### config.mk
export PLATFORM = sky130hd
export DESIGN_NAME = layer_stream_bridge
export DESIGN_NICKNAME = d
export VERILOG_FILES = /design/src/rtl/layer_stream_bridge.sv
export SDC_FILE = /design/constraint.sdc
export NUM_CORES = 2
export LEC_CHECK = 0
export BUFFER_PORTS_ARGS = -buffer_cell sky130_fd_sc_hd__buf_2
export CAP_MARGIN = 20
export CORE_MARGIN = 5
export CORE_UTILIZATION = 30
export DETAILED_ROUTE_END_ITERATION = 8
export GPL_TIMING_DRIVEN = 0
export SLEW_MARGIN = 20
export SYNTH_ARGS = -nofsm -noshare
export SYNTH_HDL_FRONTEND = slang
export SYNTH_SLANG_ARGS = --single-unit
### constraint.sdc
create_clock -name sys_clk -period 3.4 [get_ports sys_clk]
set_input_delay 0.68 -clock sys_clk [delete_from_list [all_inputs] [get_ports sys_clk]]
set_output_delay 0.68 -clock sys_clk [all_outputs]
set_load 0.02 [all_outputs]
### src/rtl/layer_stream_bridge.sv
// Buffers one upstream layer frame, replays it to the downstream layer, and waits for its result window.
// Latency: first issued word 2 cycles after the last fill beat; frame_done is combinational on the ds_ovalid fall.
// Backpressure: none; upstream words arriving while issuing or waiting are dropped and flagged in sticky overrun.
// Optional result capture of downstream words into cmp_a/cmp_b is built when LSB_RESULT_CAPTURE_EN is defined.
module layer_stream_bridge #(
  parameter int WIDTH     = 16,
  parameter int FRAME_LEN = 256,
  parameter int AW        = 8
) (
  input  logic             sys_clk,
  input  logic             sys_rst,
  input  logic             s_valid,
  input  logic [WIDTH-1:0] s_data,
  output logic             m_gvalid,
  output logic             m_ivalid,
  output logic [WIDTH-1:0] m_data,
  input  logic             ds_ovalid,
  input  logic [WIDTH-1:0] ds_data,
  output logic             frame_done,
  output logic             busy,
  output logic             overrun,
  output logic [WIDTH-1:0] cmp_a,
  output logic [WIDTH-1:0] cmp_b,
  output logic             cmp_valid
);

  typedef enum logic [1:0] {S_IDLE, S_FILL, S_ISSUE, S_WAIT} state_t;

  localparam logic [AW-1:0] LAST = AW'(FRAME_LEN - 1);

  state_t           r_state;
  state_t           w_state_nxt;
  logic [AW-1:0]    r_wr_cnt;
  logic [AW-1:0]    r_rd_cnt;
  logic [WIDTH-1:0] r_buf [0:(1<<AW)-1];
  logic             r_ivalid;
  logic [WIDTH-1:0] r_data;
  logic             r_ds_prev;
  logic             r_overrun;
  logic             w_wr_en;
  logic             w_rd_en;
  logic             w_drop;
  logic             w_frame_done;

  // State register.
  always_ff @(posedge sys_clk or posedge sys_rst) begin
    if (sys_rst) r_state <= S_IDLE;
    else         r_state <= w_state_nxt;
  end

  // Next-state and per-cycle control decode.
  always_comb begin
    w_state_nxt  = r_state;
    w_wr_en      = 1'b0;
    w_rd_en      = 1'b0;
    w_drop       = 1'b0;
    w_frame_done = 1'b0;
    case (r_state)
      S_IDLE: begin
        if (s_valid) begin
          w_wr_en     = 1'b1;
          w_state_nxt = S_FILL;
        end
      end
      S_FILL: begin
        if (s_valid) begin
          w_wr_en = 1'b1;
          if (r_wr_cnt == LAST) w_state_nxt = S_ISSUE;
        end
      end
      S_ISSUE: begin
        w_rd_en = 1'b1;
        w_drop  = s_valid;
        if (r_rd_cnt == LAST) w_state_nxt = S_WAIT;
      end
      S_WAIT: begin
        w_drop = s_valid;
        if (r_ds_prev && !ds_ovalid) begin
          w_frame_done = 1'b1;
          w_state_nxt  = S_IDLE;
        end
      end
      default: w_state_nxt = S_IDLE;
    endcase
  end

  // Write address: counts accepted beats, wraps to 0 when the frame is full.
  always_ff @(posedge sys_clk or posedge sys_rst) begin
    if (sys_rst)      r_wr_cnt <= '0;
    else if (w_wr_en) r_wr_cnt <= (r_wr_cnt == LAST) ? '0 : r_wr_cnt + 1'b1;
  end

  // Read address: one word per issue cycle, wraps to 0 after the last word.
  always_ff @(posedge sys_clk or posedge sys_rst) begin
    if (sys_rst)      r_rd_cnt <= '0;
    else if (w_rd_en) r_rd_cnt <= (r_rd_cnt == LAST) ? '0 : r_rd_cnt + 1'b1;
  end

  // Frame buffer write port; contents are never issued without a completed fill.
  always_ff @(posedge sys_clk) begin
    if (w_wr_en) r_buf[r_wr_cnt] <= s_data;
  end

  // Registered read port drives the downstream valid/data pair, data forced to 0 when idle.
  always_ff @(posedge sys_clk or posedge sys_rst) begin
    if (sys_rst) begin
      r_ivalid <= 1'b0;
      r_data   <= '0;
    end else begin
      r_ivalid <= w_rd_en;
      r_data   <= w_rd_en ? r_buf[r_rd_cnt] : '0;
    end
  end

  // Downstream ovalid history for falling-edge detection.
  always_ff @(posedge sys_clk or posedge sys_rst) begin
    if (sys_rst) r_ds_prev <= 1'b0;
    else         r_ds_prev <= ds_ovalid;
  end

  // Sticky overrun: set by any upstream word dropped while busy replaying.
  always_ff @(posedge sys_clk or posedge sys_rst) begin
    if (sys_rst)     r_overrun <= 1'b0;
    else if (w_drop) r_overrun <= 1'b1;
  end

  assign m_gvalid   = r_ivalid;
  assign m_ivalid   = r_ivalid;
  assign m_data     = r_data;
  assign frame_done = w_frame_done;
  assign busy       = (r_state != S_IDLE);
  assign overrun    = r_overrun;

`ifdef LSB_RESULT_CAPTURE_EN
  logic             r_cap_seen;
  logic [WIDTH-1:0] r_cmp_a;
  logic [WIDTH-1:0] r_cmp_b;

  // First result beat of the window goes to cmp_a, every later beat overwrites cmp_b.
  always_ff @(posedge sys_clk or posedge sys_rst) begin
    if (sys_rst) begin
      r_cap_seen <= 1'b0;
      r_cmp_a    <= '0;
      r_cmp_b    <= '0;
    end else if (r_state == S_WAIT) begin
      if (ds_ovalid) begin
        if (!r_cap_seen) r_cmp_a <= ds_data;
        else             r_cmp_b <= ds_data;
        r_cap_seen <= 1'b1;
      end
    end else begin
      r_cap_seen <= 1'b0;
    end
  end

  assign cmp_a     = r_cmp_a;
  assign cmp_b     = r_cmp_b;
  assign cmp_valid = w_frame_done;
`else
  logic w_unused_ds;
  assign w_unused_ds = ^ds_data;
  assign cmp_a       = '0;
  assign cmp_b       = '0;
  assign cmp_valid   = 1'b0;
`endif

endmodule
==> metrics.txt <==
overall die area 545000 um^2; number of buffers created by CTS between 400 and 500; final critical-path share of the clock period 1.25; worst clock skew on the final layout 0.0836 ns; ys async rst share 0.00895; average footprint of a synthesized cell around 23 um^2; Clock transition at path regs roughly 0.060 ns; critical path type reg2reg; EDFF count, synth ~4100; power per cell area around 530 nW/um^2; clock period minus final worst setup slack ~4.3 ns; overall power consumption around 110 mW; type of destination of the critical path flop; Mapped Area ~160000 um^2; die height ~740 um; Max Fclk 235 MHz; remaining routing DRC violations 0; flip-flop and latch count after synthesis 4133; sum of negative setup slack -30.12 ns; largest net degree at the start of global routing 130; register area share after synthesis 0.778; dpl cells approximately 14000; final wirelength 784000 um; number of nets with antenna violations after routing 0; NumNets Final 8170; number of hold-slack violations in the final timing report 0; number of search-and-repair iterations in the first detailed-routing pass 6; max-slew violation count 0; tightest slew margin relative to the limit 0.203; weighted congestion at the end of routability-driven global placement around 1.1; global-route total usage across every layer 0.276; number of buffers on the longest clock path 4; distinct cell type count of the synthesized netlist 73; commonest cells after routing, fill and taps aside sky130_fd_sc_hd__edfxtp_1 (4096), sky130_fd_sc_hd__mux4_2 (1105), sky130_fd_sc_hd__clkbuf_16 (437); setup repair after global routing missed its margin yes; floorplan core area 529000 um^2; final core utilization 0.383; TritonCTS clock tree done; HPWL Detailed 528000 um; library cell used as clock root buffer sky130_fd_sc_hd__clkbuf_16; number of port buffers 40; synth warn 0; Max-cap violations 0; biggest area contributors in the synthesized netlist sky130_fd_sc_hd__edfxtp_1 (77%), sky130_fd_sc_hd__mux4_2 (16%), sky130_fd_sc_hd__mux2i_1 (1.4%); design area around 200000 um^2; final routed wire length divided by cell count roughly 50 um; Data arrival, critical path approximately 5 ns; placement row count around 270; data required time at the worst endpoint 4.27 ns; vias in the first global route ~84000; worst-skew pair later-pin latency roughly 1.1 ns; H-tree depth reported by CTS 5; most frequent standard cell in the layout excluding fill and tap cells sky130_fd_sc_hd__edfxtp_1; number of antenna violations at the first check in global routing around 130; routed vias/inst roughly 6; count of boundary I/O pins 90; vias 95400; initial DRC count between 20000 and 25000; largest voltage drop on the vdd net ~0.00048 V; Congestion Overflow GR 0; leakage component of the power about 61 nW; status finished with violations; flip-flop cell with the highest count after synthesis sky130_fd_sc_hd__edfxtp_1; die outline width 738 um; dpl cell area ~180000 um^2; final count of negative-setup-slack endpoints about 380; final critical-path setup slack -0.855 ns; classification of the worst-slack hold path in2reg; cell count after synthesis just under 7000; startpoint type of the worst setup path flop; Cell Count, Final, Fillers Out 15600; first-pass GRT wire length 962000 um; total clock sinks 4133; largest area contributor in the netlist sky130_fd_sc_hd__edfxtp_1; share of post-route cells with drive strength above 1 0.408; worst-path fanout max 11; worst slack at placement -4.08 ns; Area growth, synth to finish 27.3%; hold_ws slightly below 0.02 ns; violations in the final reports setup timing; Worst Tran Pin Value between 1 and 1.5 ns; area fraction of the dominant cell type after synthesis 0.773; Initial Util 0.301
-- power by group --
part	internal, mW	leakage [nW]	switching, mW
sequential	56.4	37.3	0.110
combinational	0.709	17.2	2.84
clock	26.7	6.78	20.9
-- layer usage --
layer  share of wire  global-route usage  vias up  wire length [um]
li1                -                   -    32100                 -
met3            0.17               0.138     2331            136000
met2            0.41               0.378    10500            319000
met4           0.095               0.215       52             74600
met1            0.32               0.329    50400            254000
met5         0.00069            0.000175        -               545
-- cell type report --
class                           count  area, um^2
Sequential cell                  4133      124000
Fill cell                       46500      326000
Clock buffer                      497       10900
Tap cell                         6994        8750
Antenna cell                       88         220
Clock inverter                    277        3030
Buffer                            428        6200
Inverter                           11        45.0
Multi-Input combinational cell   2339       36600
Timing Repair Buffer              792       12900
-- Yosys cell counts, types with 13 or more instances --
library cell / instances
sky130_fd_sc_hd__nor2_1: 321
sky130_fd_sc_hd__a211oi_1: 20
sky130_fd_sc_hd__buf_6: 40
sky130_fd_sc_hd__a21oi_1: 82
sky130_fd_sc_hd__o22ai_1: 38
sky130_fd_sc_hd__a22o_1: 14
sky130_fd_sc_hd__buf_1: 25
sky130_fd_sc_hd__o221ai_1: 44
sky130_fd_sc_hd__edfxtp_1: 4096
sky130_fd_sc_hd__dfrtp_1: 37
sky130_fd_sc_hd__a22oi_1: 49
sky130_fd_sc_hd__o211ai_1: 16
sky130_fd_sc_hd__clkbuf_1: 159
sky130_fd_sc_hd__mux2i_1: 217
sky130_fd_sc_hd__nor2b_1: 19
sky130_fd_sc_hd__o21ai_0: 59
sky130_fd_sc_hd__nand2_1: 66
sky130_fd_sc_hd__mux4_2: 1105
sky130_fd_sc_hd__nand3_1: 46
sky130_fd_sc_hd__mux2_2: 26
sky130_fd_sc_hd__nand2b_1: 20
sky130_fd_sc_hd__buf_2: 115
sky130_fd_sc_hd__nor3_1: 13
sky130_fd_sc_hd__buf_4: 83
sky130_fd_sc_hd__a221oi_1: 24
-- flip-flops by register name (all words and copies together), names as in the netlist --
register	cells
r_wr_cnt	8
r_rd_cnt	8
overrun	1
r_state	2
m_data	16
m_gvalid	1
r_buf	4096
r_ds_prev	1
-- critical path: stages, from the launching register on --
cell	delay, ns
sky130_fd_sc_hd__dfrtp_1	0.60
sky130_fd_sc_hd__buf_4	0.56
sky130_fd_sc_hd__clkbuf_4	0.57
sky130_fd_sc_hd__buf_2	0.59
sky130_fd_sc_hd__buf_16	0.24
sky130_fd_sc_hd__nand3_1	0.13
sky130_fd_sc_hd__nand3_1	0.24
sky130_fd_sc_hd__o211ai_1	0.41
sky130_fd_sc_hd__o41a_4	0.64
-- cells by family (layout without fill, tap and decap cells) --
logic type,count (synthesis),in the layout,share of synthesized area
AOI/OAI and AO/OA,415,415,0.0182
xor gates and xnor gates,8,8,0.000440
adders and majority gates,9,9,0.000707
buffers and inverters,442,2005,0.0159
DFF,4133,4133,0.778
muxes,1349,1349,0.172
other,1,121,0.0000236
and+or+nand+nor,525,525,0.0143
-- timing repair --
action / 4_1_cts / 5_1_grt
resized for setup: 874 / 329
setup buffers: 113 / 284
cloned: 1 / 4
pin swaps: 44 / 113
endpoints found under the hold margin: 235 / 0
hold buffers: 14 / 0
endpoints found under the setup margin: 4062 / 2037
-- final timing paths --
path | slack [ns] | from | endpoint | depth (start not counted)
max reg2reg | -0.86 | r_rd_cnt[4]$_DFFE_PP0N_ | m_data[3]$_DFF_PP0_ | 8
max in group asynchronous | 2.63 | sys_rst | m_data[6]$_DFF_PP0_ | 4
max | -0.86 | r_rd_cnt[4]$_DFFE_PP0N_ | m_data[3]$_DFF_PP0_ | 8
min in group asynchronous | 0.17 | sys_rst | m_data[2]$_DFF_PP0_ | 3
min reg2reg | 0.50 | overrun$_DFFE_PP0P_ | overrun$_DFFE_PP0P_ | 1
min | 0.02 | s_data[4] | r_buf[231][4]$_DFFE_PP_ | 1
(Power assumes the default switching activity.)
